==> src/rtl/dmac_channel_scheduler.sv <==
// Two-channel DMAC sequencing controller: arbitrates peripheral requests, acquires
// the AHB bus, enables the selected datapath channel and supervises completion.
module dmac_channel_scheduler #(
    parameter int ROUND_ROBIN    = 1,
    parameter int TIMEOUT_CYCLES = 4096,
    parameter int CNT_W          = 13
) (
    input  logic       clk,
    input  logic       rst_n,
    input  logic [1:0] DmacReq,
    input  logic       C_config,
    input  logic       irq,
    input  logic       HGrant,
    input  logic       HReadyOut,
    input  logic [1:0] HResp,
    output logic       HBusReq,
    output logic       channel_en_1,
    output logic       channel_en_2,
    output logic       con_en,
    output logic       con_sel,
    output logic [1:0] DmacAck,
    output logic       dma_err,
    output logic       busy
);

    // state   | meaning
    // IDLE    | waiting for a configured request, arbitration happens here
    // BUS_REQ | requesting the AHB bus for the selected channel
    // XFER    | channel enabled, watchdog counting
    // PAUSE   | grant lost, channel disabled, watchdog frozen
    // DONE    | one-cycle acknowledge to the peripheral
    // ABORT   | one-cycle error pulse after bus error or timeout
    localparam logic [2:0] IDLE    = 3'd0;
    localparam logic [2:0] BUS_REQ = 3'd1;
    localparam logic [2:0] XFER    = 3'd2;
    localparam logic [2:0] PAUSE   = 3'd3;
    localparam logic [2:0] DONE    = 3'd4;
    localparam logic [2:0] ABORT   = 3'd5;

    localparam logic [CNT_W-1:0] WD_LIMIT = CNT_W'(TIMEOUT_CYCLES - 1);

    logic [2:0]       state;
    logic [2:0]       state_nxt;
    logic             sel_q;
    logic             last_sel;
    logic             con_en_q;
    logic [CNT_W-1:0] watchdog;
    logic             req_sel;
    logic             bus_err;
    logic             granted;
    logic             timeout;

    assign bus_err = (HResp == 2'b01);
    assign granted = HGrant && HReadyOut;
    assign timeout = (watchdog == WD_LIMIT);

    always_comb begin
        req_sel = 1'b0;
        case (DmacReq)
            2'b01:   req_sel = 1'b0;
            2'b10:   req_sel = 1'b1;
            2'b11:   req_sel = (ROUND_ROBIN != 0) ? ~last_sel : 1'b0;
            default: req_sel = 1'b0;
        endcase
    end

    always_comb begin
        state_nxt = state;
        case (state)
            IDLE:    if (C_config && (DmacReq != 2'b00)) state_nxt = BUS_REQ;
            BUS_REQ: if (granted) state_nxt = XFER;
            XFER: begin
                if (bus_err)      state_nxt = ABORT;
                else if (irq)     state_nxt = DONE;
                else if (timeout) state_nxt = ABORT;
                else if (!HGrant) state_nxt = PAUSE;
            end
            PAUSE: begin
                if (bus_err)      state_nxt = ABORT;
                else if (irq)     state_nxt = DONE;
                else if (granted) state_nxt = XFER;
            end
            DONE:    state_nxt = IDLE;
            ABORT:   state_nxt = IDLE;
            default: state_nxt = IDLE;
        endcase
    end

    always_ff @(posedge clk or negedge rst_n) begin
        if (!rst_n) begin
            state    <= IDLE;
            sel_q    <= 1'b0;
            last_sel <= 1'b1;
            con_en_q <= 1'b0;
            watchdog <= '0;
        end else begin
            state    <= state_nxt;
            con_en_q <= (state == IDLE) && (state_nxt == BUS_REQ);
            if ((state == IDLE) && (state_nxt == BUS_REQ))
                sel_q <= req_sel;
            if ((state == DONE) || (state == ABORT))
                last_sel <= sel_q;
            // Cleared on the way out of XFER so the count never reaches the limit value + 1.
            if (state == XFER) begin
                if ((state_nxt == XFER) || (state_nxt == PAUSE))
                    watchdog <= watchdog + 1'b1;
                else
                    watchdog <= '0;
            end else if (state != PAUSE) begin
                watchdog <= '0;
            end
        end
    end

    assign HBusReq      = (state == BUS_REQ) || (state == XFER) || (state == PAUSE);
    assign channel_en_1 = (state == XFER) && !sel_q;
    assign channel_en_2 = (state == XFER) && sel_q;
    assign con_en       = con_en_q;
    assign con_sel      = sel_q;
    assign DmacAck      = (state == DONE) ? {sel_q, ~sel_q} : 2'b00;
    assign dma_err      = (state == ABORT);
    assign busy         = (state != IDLE);

endmodule
==> config.mk <==
export PLATFORM = sky130hd
export DESIGN_NAME = dmac_channel_scheduler
export DESIGN_NICKNAME = d
export VERILOG_FILES = /design/src/rtl/dmac_channel_scheduler.sv
export SDC_FILE = /design/constraint.sdc
export NUM_CORES = 1
export LEC_CHECK = 0
export ABC_AREA = 1
export BUFFER_PORTS_ARGS = -buffer_cell sky130_fd_sc_hd__clkbuf_2
export CAP_MARGIN = 10
export CORE_MARGIN = 3
export CORE_UTILIZATION = 59
export CTS_CLUSTER_SIZE = 25
export DETAILED_ROUTE_END_ITERATION = 7
export HOLD_SLACK_MARGIN = 0.02
export PLACE_DENSITY = 0.93
export SLEW_MARGIN = 20
export SYNTH_ARGS = -nofsm -noshare
export SYNTH_HDL_FRONTEND = slang
export SYNTH_SLANG_ARGS = --single-unit
==> constraint.sdc <==
create_clock -name clk -period 2.3 [get_ports clk]
set_input_delay 0.345 -clock clk [delete_from_list [all_inputs] [get_ports clk]]
set_output_delay 0.345 -clock clk [all_outputs]
set_load 0.02 [all_outputs]
-- Yosys cells after proc, flatten, opt, wreduce, memory -nomap -nowiden
Index checks and enable logic that the tools add are counted.
- flip-flop bits (word level): 19
- word-level logic and storage cells: 49
- output and inout bits: 9
- input port bits: 10
- add/subtract/negate cells: 1
- reductions and logical operators: 14
- multiplexer cells: 14
- bitwise logic cells: 2
- eq/ne operators: 13
- operators by type and width (operator ; count):
    $mux W13 ; 3
    $mux W3 ; 8
    $add A13 B1 Y13 const B ; 1
    $eq A13 B12 Y1 const B ; 1
    $eq A3 B2 Y1 const B ; 4
    $pmux W3 S4 ; 1
    $eq A3 B1 Y1 const B ; 2
    $eq A3 B3 Y1 const B ; 2
    $logic_and A1 B1 Y1 ; 5
    $eq A2 B2 Y1 const B ; 2
    $logic_or A1 B1 Y1 ; 4
    $reduce_bool A2 Y1 ; 2
    $logic_not A3 Y1 ; 1
    $ne A3 B2 Y1 const B ; 1
    $reduce_bool A3 Y1 ; 1
    $eq A2 B1 Y1 const B ; 1
    $mux W2 ; 1
    $not A1 Y1 ; 2
    $pmux W1 S2 ; 1
    $logic_not A1 Y1 ; 1

-- Logic depth before layout (Yosys ltp)
Gate-level depths: netlist of the first run.
- word-level depth: 9
- mapped depth: 10
- mapped depth without buffers: 10

-- Worst setup path before layout of the first run
No wires, ideal clock.
- path kind: flip-flop to output port
- start point: register state[2]
- end point: output port channel_en_1
- slack: 0.825 ns
- data arrival time: 1.130 ns
- required time: 1.955 ns
- path buffers: 0
- cell stages (with the launch flop): 6
- path through: dfrtp_1 > nor2_2 > inv_2 > nor2_8 > inv_2 > nor2_1
- longest elaborated chain between the ends: 2
- RTL lines (item ; line ; text):
    start, declared ; 42 ; logic [2:0] state;
    start signal, assigned ; 97 ; state <= state_nxt;
    $eq A3 B2 Y1 ; 116 ; assign channel_en_1 = (state == XFER) && !sel_q;
    $logic_and A1 B1 Y1 ; 116 ;
    end, declared ; 17 ; output logic channel_en_1,
No other way between the ends.

-- Worst setup path after layout of the first run
- start point: register state[1]
- end point: output port channel_en_1
The elaborated chain is that of the path after synthesis.

==> impl_metrics.json, run 1 <==
{
  "outcome": "completed",
  "grt_pass1_wl_mm": 4.89,
  "grt_setup_unrepaired": "no",
  "track_usage": 0.241,
  "worstSetupEndpointType": "primary output",
  "port_buffers": 18,
  "ys_seq_area_frac": 0.388,
  "area_delta_synth_final_pct": 11.5,
  "num_io_pins": 19,
  "antenna_left": 0,
  "period_minus_slack_ns": 1.94,
  "layout_commonest_cell": "nand2_1",
  "final_max_slew_viol_count": 0,
  "vias": 1243,
  "antenna_found_initial": 0,
  "start_kind": "flop",
  "wl_per_cell_um": 11.8,
  "finClkSkew_ns": 0.00912,
  "hold_path.class": "primary input to flop",
  "critical-path-max-stage-delay_ns": 0.43,
  "drive_above_1_share": 0.159,
  "yosys_warnings": 0,
  "nets": 220,
  "cts-root-buf": "clkbuf_4",
  "antenna_cells": 0,
  "cts_max_level": 1,
  "clkTransAtPathRegs_ns": 0.12,
  "cts_resized": 0,
  "fp.dieH_um": 51.6,
  "cts_sinks": 19,
  "ir_worst_vdd_mv": 0.730,
  "drt_pre_antenna_iters": 4,
  "final_cell_mix": "nand2_1 (74), nor2_1 (29), inv_1 (19)",
  "cp_slowest_cell": "dfrtp_1",
  "crit_fanout": 10,
  "cts_tree": "done",
  "drc": 0,
  "start_util": 0.667,
  "cpMostUsedCell": "inv_2",
  "grt_overflow": 0,
  "fin_tns_setup_ns": 0,
  "synth_area_um2": 1230,
  "stdcell_count": 233,
  "syn_inst": 187,
  "max_cap_viol_count": 0,
  "grt_pass1_vias": 1203,
  "cts_buffers": 3,
  "routed_wl_mm": 2.74,
  "insertion_delay_ns": 0.31,
  "p_leak_nw": 0.695,
  "finalHoldViolCount": 0,
  "ys_ff_latch": 19,
  "power_density_nw_per_um2": 658,
  "critPathArrivalTime_ns": 1.60,
  "dp_hpwl_mm": 2.09,
  "fmaxAchievable_ghz": 0.514,
  "grt_max_degree": 20,
  "utilization": 0.744,
  "place_congestion": 0.910,
  "total_power_mw": 0.901,
  "worstMarginPinSlew_ns": 0.469,
  "dp_cells": 228,
  "setup_viol": 0,
  "required_ns": 1.96,
  "die_w_um": 51.6,
  "syn_nets": 198,
  "num_rows": 15,
  "yosysUniqueCellTypes": 23,
  "viasPerCell": 5.33,
  "slew_headroom": 0.687,
  "drtIter0Drc": 50,
  "criticalPathCategory": "flop to primary output",
  "core_area_um2": 1840,
  "critical_path.cell_chain": "inv_2, nor2_2, inv_2, nor2_8, inv_2, nor2_1, clkbuf_2",
  "finalCritPeriodShare": 0.845,
  "cts_buffer_depth": 2,
  "syn_avg_cell_area_um2": 6.56,
  "dieArea_um2": 2660
}
==> metal layers <==
metal / wire, um / track usage / share of wire / up-vias
met3: 132 / 0.0258 / 0.048 / 7
met4: 59 / 0.105 / 0.022 / 0
li1: - / - / - / 629
met1: 1190 / 0.290 / 0.43 / 570
met2: 1360 / 0.430 / 0.50 / 37
met5: 0 / 0 / 0 / -
==> sequential cells by signal (all words and copies together) (netlist names) <==
name	flops
state	3
con_sel	1
watchdog	13
con_en	1
last_sel	1
==> path summary, 6_finish.rpt <==
check | cells after the start | from | slack [ns] | endpoint
worst max-delay path | 7 | state[1] | 0.36 | channel_en_1
min in group asynchronous | 2 | rst_n | 0.51 | con_en
worst max register to register | 9 | watchdog[0] | 0.66 | watchdog[10]
max in group asynchronous | 2 | rst_n | 1.45 | last_sel
worst min-delay path | 3 | C_config | 0.30 | con_en
worst min register to register | 1 | state[1] | 0.51 | last_sel
==> logic make-up (layout without fill, tap and decap cells) <==
family	Yosys count	in the layout	synth area share
buffers and inverters	25	46	0.0836
AO/OA/AOI/OAI	16	16	0.0714
AND/OR/NAND/NOR	126	126	0.446
flip-flops	19	19	0.388
adder cells (fa/ha/maj)	1	1	0.0102
==> per-stage QoR <==
stage	instance area (um2)	hold WS (ns)	setup slack [ns]
finish	1370	0.301	0.356
floorplan	1230	0.0494	0.825
detailed placement	1330	0.315	0.702
global route	1370	0.334	0.251
global placement	1330	0.318	0.771
CTS	1370	0.302	0.347
==> cells in the mapped netlist (all sizes together) <==
master / instances / area share
a211oi: 1 / 0.0061
a21oi: 6 / 0.024
buf: 2 / 0.013
dfrtp: 18 / 0.37
dfstp: 1 / 0.021
ha: 1 / 0.010
inv: 23 / 0.070
nand2: 76 / 0.24
nand3: 8 / 0.033
nand4: 4 / 0.020
nor2: 32 / 0.12
nor3: 4 / 0.030
nor3b: 2 / 0.012
o21a: 1 / 0.0061
o21ai: 7 / 0.029
o31ai: 1 / 0.0061
==> timing repair <==
item                      in CTS  in global routing
buffers inserted               0                  0
hold endpoints to repair      18                  0
hold buffers                   1                  0
==> critical path: cells and delay by family (launching register included) <==
family        cells  cell delay (ns)
buf+inv           4             0.45
flops             1             0.43
simple gates      3             0.43
==> final cells by class <==
class / instances / area, um2
multi-input cells: 143 / 648
well taps: 25 / 31.3
clock buffers: 4 / 26.3
fillers: 165 / 470
inverters: 23 / 86.3
flip-flops and latches: 19 / 477
repair buffers: 19 / 100
==> where the power goes <==
group          switching (mW)  total [mW]  leakage (nW)  internal [mW]
sequential             0.0501       0.424         0.257          0.374
clock                   0.108       0.176        0.0150         0.0677
combinational           0.212       0.300         0.423         0.0879
Note: power is estimated with default switching activity, not from simulation.
==> inputs of run 2 (changes only) <==
ABC_AREA = 0   (was 1)
CORE_UTILIZATION = 54   (was 59)
PLACE_DENSITY = 0.88   (was 0.93)
clock period = 2.05 ns   (was 2.3 ns; I/O delays follow)
==> run 2 against run 1 <==
Effect of this change: hold slack worse by 0.068 ns; sequential cell count stayed put; first-iteration DRC count is 42% lower; design area fell by 7.9%; count of clock-buffer cells in the layout is 1 lower; clock skew grew 0.0076 ns; non-clock buffer count increased by 2; power increased by 11%; combinational power is 15% higher; area after synthesis shrank 11%; synthesized cell count is 41% lower; utilization fell by 5.1 points; largest power group unchanged.
==> impl_metrics.json, run 2 <==
{
  "track_usage": 0.221,
  "place_congestion": 0.889,
  "drt_pre_antenna_iters": 4,
  "outcome": "completed",
  "power_density_nw_per_um2": 795,
  "crit_fanout": 8,
  "cts_tree": "done",
  "critical-path-max-stage-delay_ns": 0.46,
  "area_delta_synth_final_pct": 15.2,
  "ir_worst_vdd_mv": 0.593,
  "die_w_um": 51.0,
  "ys_ff_latch": 19,
  "path_delay_family": "simple AND/OR/NAND/NOR gates",
  "start_kind": "flop",
  "ys_seq_area_frac": 0.435,
  "hold_path.class": "primary input to flop",
  "finalCritPeriodShare": 0.948,
  "finClkSkew_ns": 0.0167,
  "critPathArrivalTime_ns": 2.18,
  "largest_reg_flops": 13,
  "period_minus_slack_ns": 1.94,
  "insertion_delay_ns": 0.30,
  "syn_inst": 111,
  "synth_area_um2": 1090,
  "drc": 0,
  "drive_above_1_share": 0.276,
  "synthTopCellsByCount": "dfrtp_1 (18), nor2_1 (8), nand2_1 (7)",
  "yosys.area.top_type_share": 0.411,
  "routed_wl_mm": 2.50,
  "grt_max_degree": 20,
  "nets": 146,
  "path_buf_inv": 1,
  "finalHoldViolCount": 0,
  "synthTopCellsByArea": "dfrtp_1 (41%), nor2_1 (2.7%), dfstp_2 (2.4%)",
  "synthArstFlopShare": 1.00,
  "max_cap_viol_count": 0,
  "start_util": 0.601,
  "fmaxAchievable_ghz": 0.514,
  "dieArea_um2": 2600,
  "yosys_warnings": 0,
  "core_area_um2": 1820,
  "regMostFlops": "watchdog",
  "grt_pass1_vias": 982,
  "cts-root-buf": "clkbuf_4",
  "holdWs_ns": 0.232,
  "criticalPathCategory": "flop to flop",
  "cts_post_setup_buffers_inserted": 0,
  "cts_buffers": 3,
  "synth-edff-count": 0,
  "slew_headroom": 0.627,
  "cp_slowest_cell": "dfrtp_1",
  "worstSetupEndpointType": "flop",
  "wl_per_cell_um": 15.7,
  "required_ns": 2.28,
  "yosysUniqueCellTypes": 45,
  "final_max_slew_viol_count": 0,
  "syn_avg_cell_area_um2": 9.86,
  "vias": 988,
  "port_buffers": 18,
  "syn_nets": 122,
  "antenna_found_initial": 0,
  "grt_overflow": 0,
  "num_io_pins": 19,
  "antenna_left": 0,
  "cts_sinks": 19,
  "cts_buffer_depth": 2,
  "p_leak_nw": 0.585,
  "grt_pass1_wl_mm": 4.33,
  "grt_setup_unrepaired": "no",
  "dp_hpwl_mm": 1.90,
  "synth_area_leader_cell": "dfrtp_1",
  "critical_path.cell_chain": "ha_1, and4_1, and4_2, buf_4, nor4b_2, o22a_2",
  "drtIter0Drc": 29,
  "worstMarginPinSlew_ns": 0.557,
  "final_cell_mix": "dfrtp_1 (18), clkbuf_2 (18), nor2_1 (8)",
  "synth-main-ff-cell": "dfrtp_1",
  "antenna_cells": 0,
  "nFillCells": 146,
  "fin_tns_setup_ns": 0,
  "clkTransAtPathRegs_ns": 0.11,
  "cts_max_level": 1,
  "yosysMostFrequentCell": "dfrtp_1",
  "fp.dieH_um": 51.0,
  "viasPerCell": 6.21,
  "largestRegisters": "watchdog x13, state x3",
  "setup_viol": 0,
  "num_rows": 15
}
run 2: per-stage QoR:
step                total power, mW   util  worst slack [ns]  instance area (um2)  std cells
floorplan                     0.707      -             0.241                 1090        111
global placement              0.809  0.668             0.199                 1220        154
detailed placement            0.824  0.668             0.129                 1220        154
CTS                            1.01  0.689            0.0944                 1250        159
global route                   1.08  0.693           0.00804                 1260        159
finish                         1.00  0.693             0.106                 1260        159
run 2: power by group:
part / switching, mW / leakage (nW) / internal [mW] / total [mW]
clock: 0.110 / 0.0177 / 0.0727 / 0.182
combinational: 0.208 / 0.311 / 0.138 / 0.346
sequential: 0.0503 / 0.257 / 0.424 / 0.474
run 2: worst min-delay path, cell delays in order:
cell      delay, ns
clkbuf_2       0.09
nand3_1        0.05
o21ai_0        0.06
run 2: metal layers:
metal  vias up  wire (um)  GRT usage
met4         0         23     0.0583
met1       476       1080      0.267
met5         -          0          0
li1        479          -          -
met3         4        139     0.0875
met2        29       1260      0.365
run 2: area by class of cell:
| type | count | area (um2) | area share |
|---|---|---|---|
| Multi-Input combinational cell | 87 | 599 | 0.475 |
| Sequential cell | 19 | 477 | 0.378 |
| Timing Repair Buffer | 21 | 115 | 0.0913 |
| Tap cell | 25 | 31.3 | 0.0248 |
| Clock buffer | 3 | 22.5 | 0.0179 |
| Inverter | 3 | 11.3 | 0.00893 |
| Clock inverter | 1 | 5.00 | 0.00397 |
run 2: final timing paths:
kind	from	endpoint	slack [ns]	depth (start not counted)
worst max-delay path	watchdog[0]	watchdog[3]	0.11	6
worst min-delay path	DmacReq[1]	con_sel	0.23	3
worst max register to register	watchdog[0]	watchdog[3]	0.11	6
worst min register to register	watchdog[12]	watchdog[12]	0.52	1
max in group asynchronous	rst_n	last_sel	1.24	2
min in group asynchronous	rst_n	watchdog[7]	0.47	2
run 2: logic make-up (layout without fill, tap and decap cells):
family                     count (synthesis)  count (layout)  share of synthesized area
and+or+nand+nor                           52              52                      0.288
AOI/OAI and AO/OA                         31              31                      0.213
DFF                                       19              19                      0.435
buffers and inverters                      5              28                     0.0240
muxes                                      2               2                     0.0206
adders and majority gates                  1               1                     0.0114
xor gates and xnor gates                   1               1                    0.00800
run 2: timing repair:
item	4_1_cts	5_1_grt
resized for setup	0	2
hold endpoints to repair	18	0
endpoints found under the setup margin	0	2
hold buffers	1	0
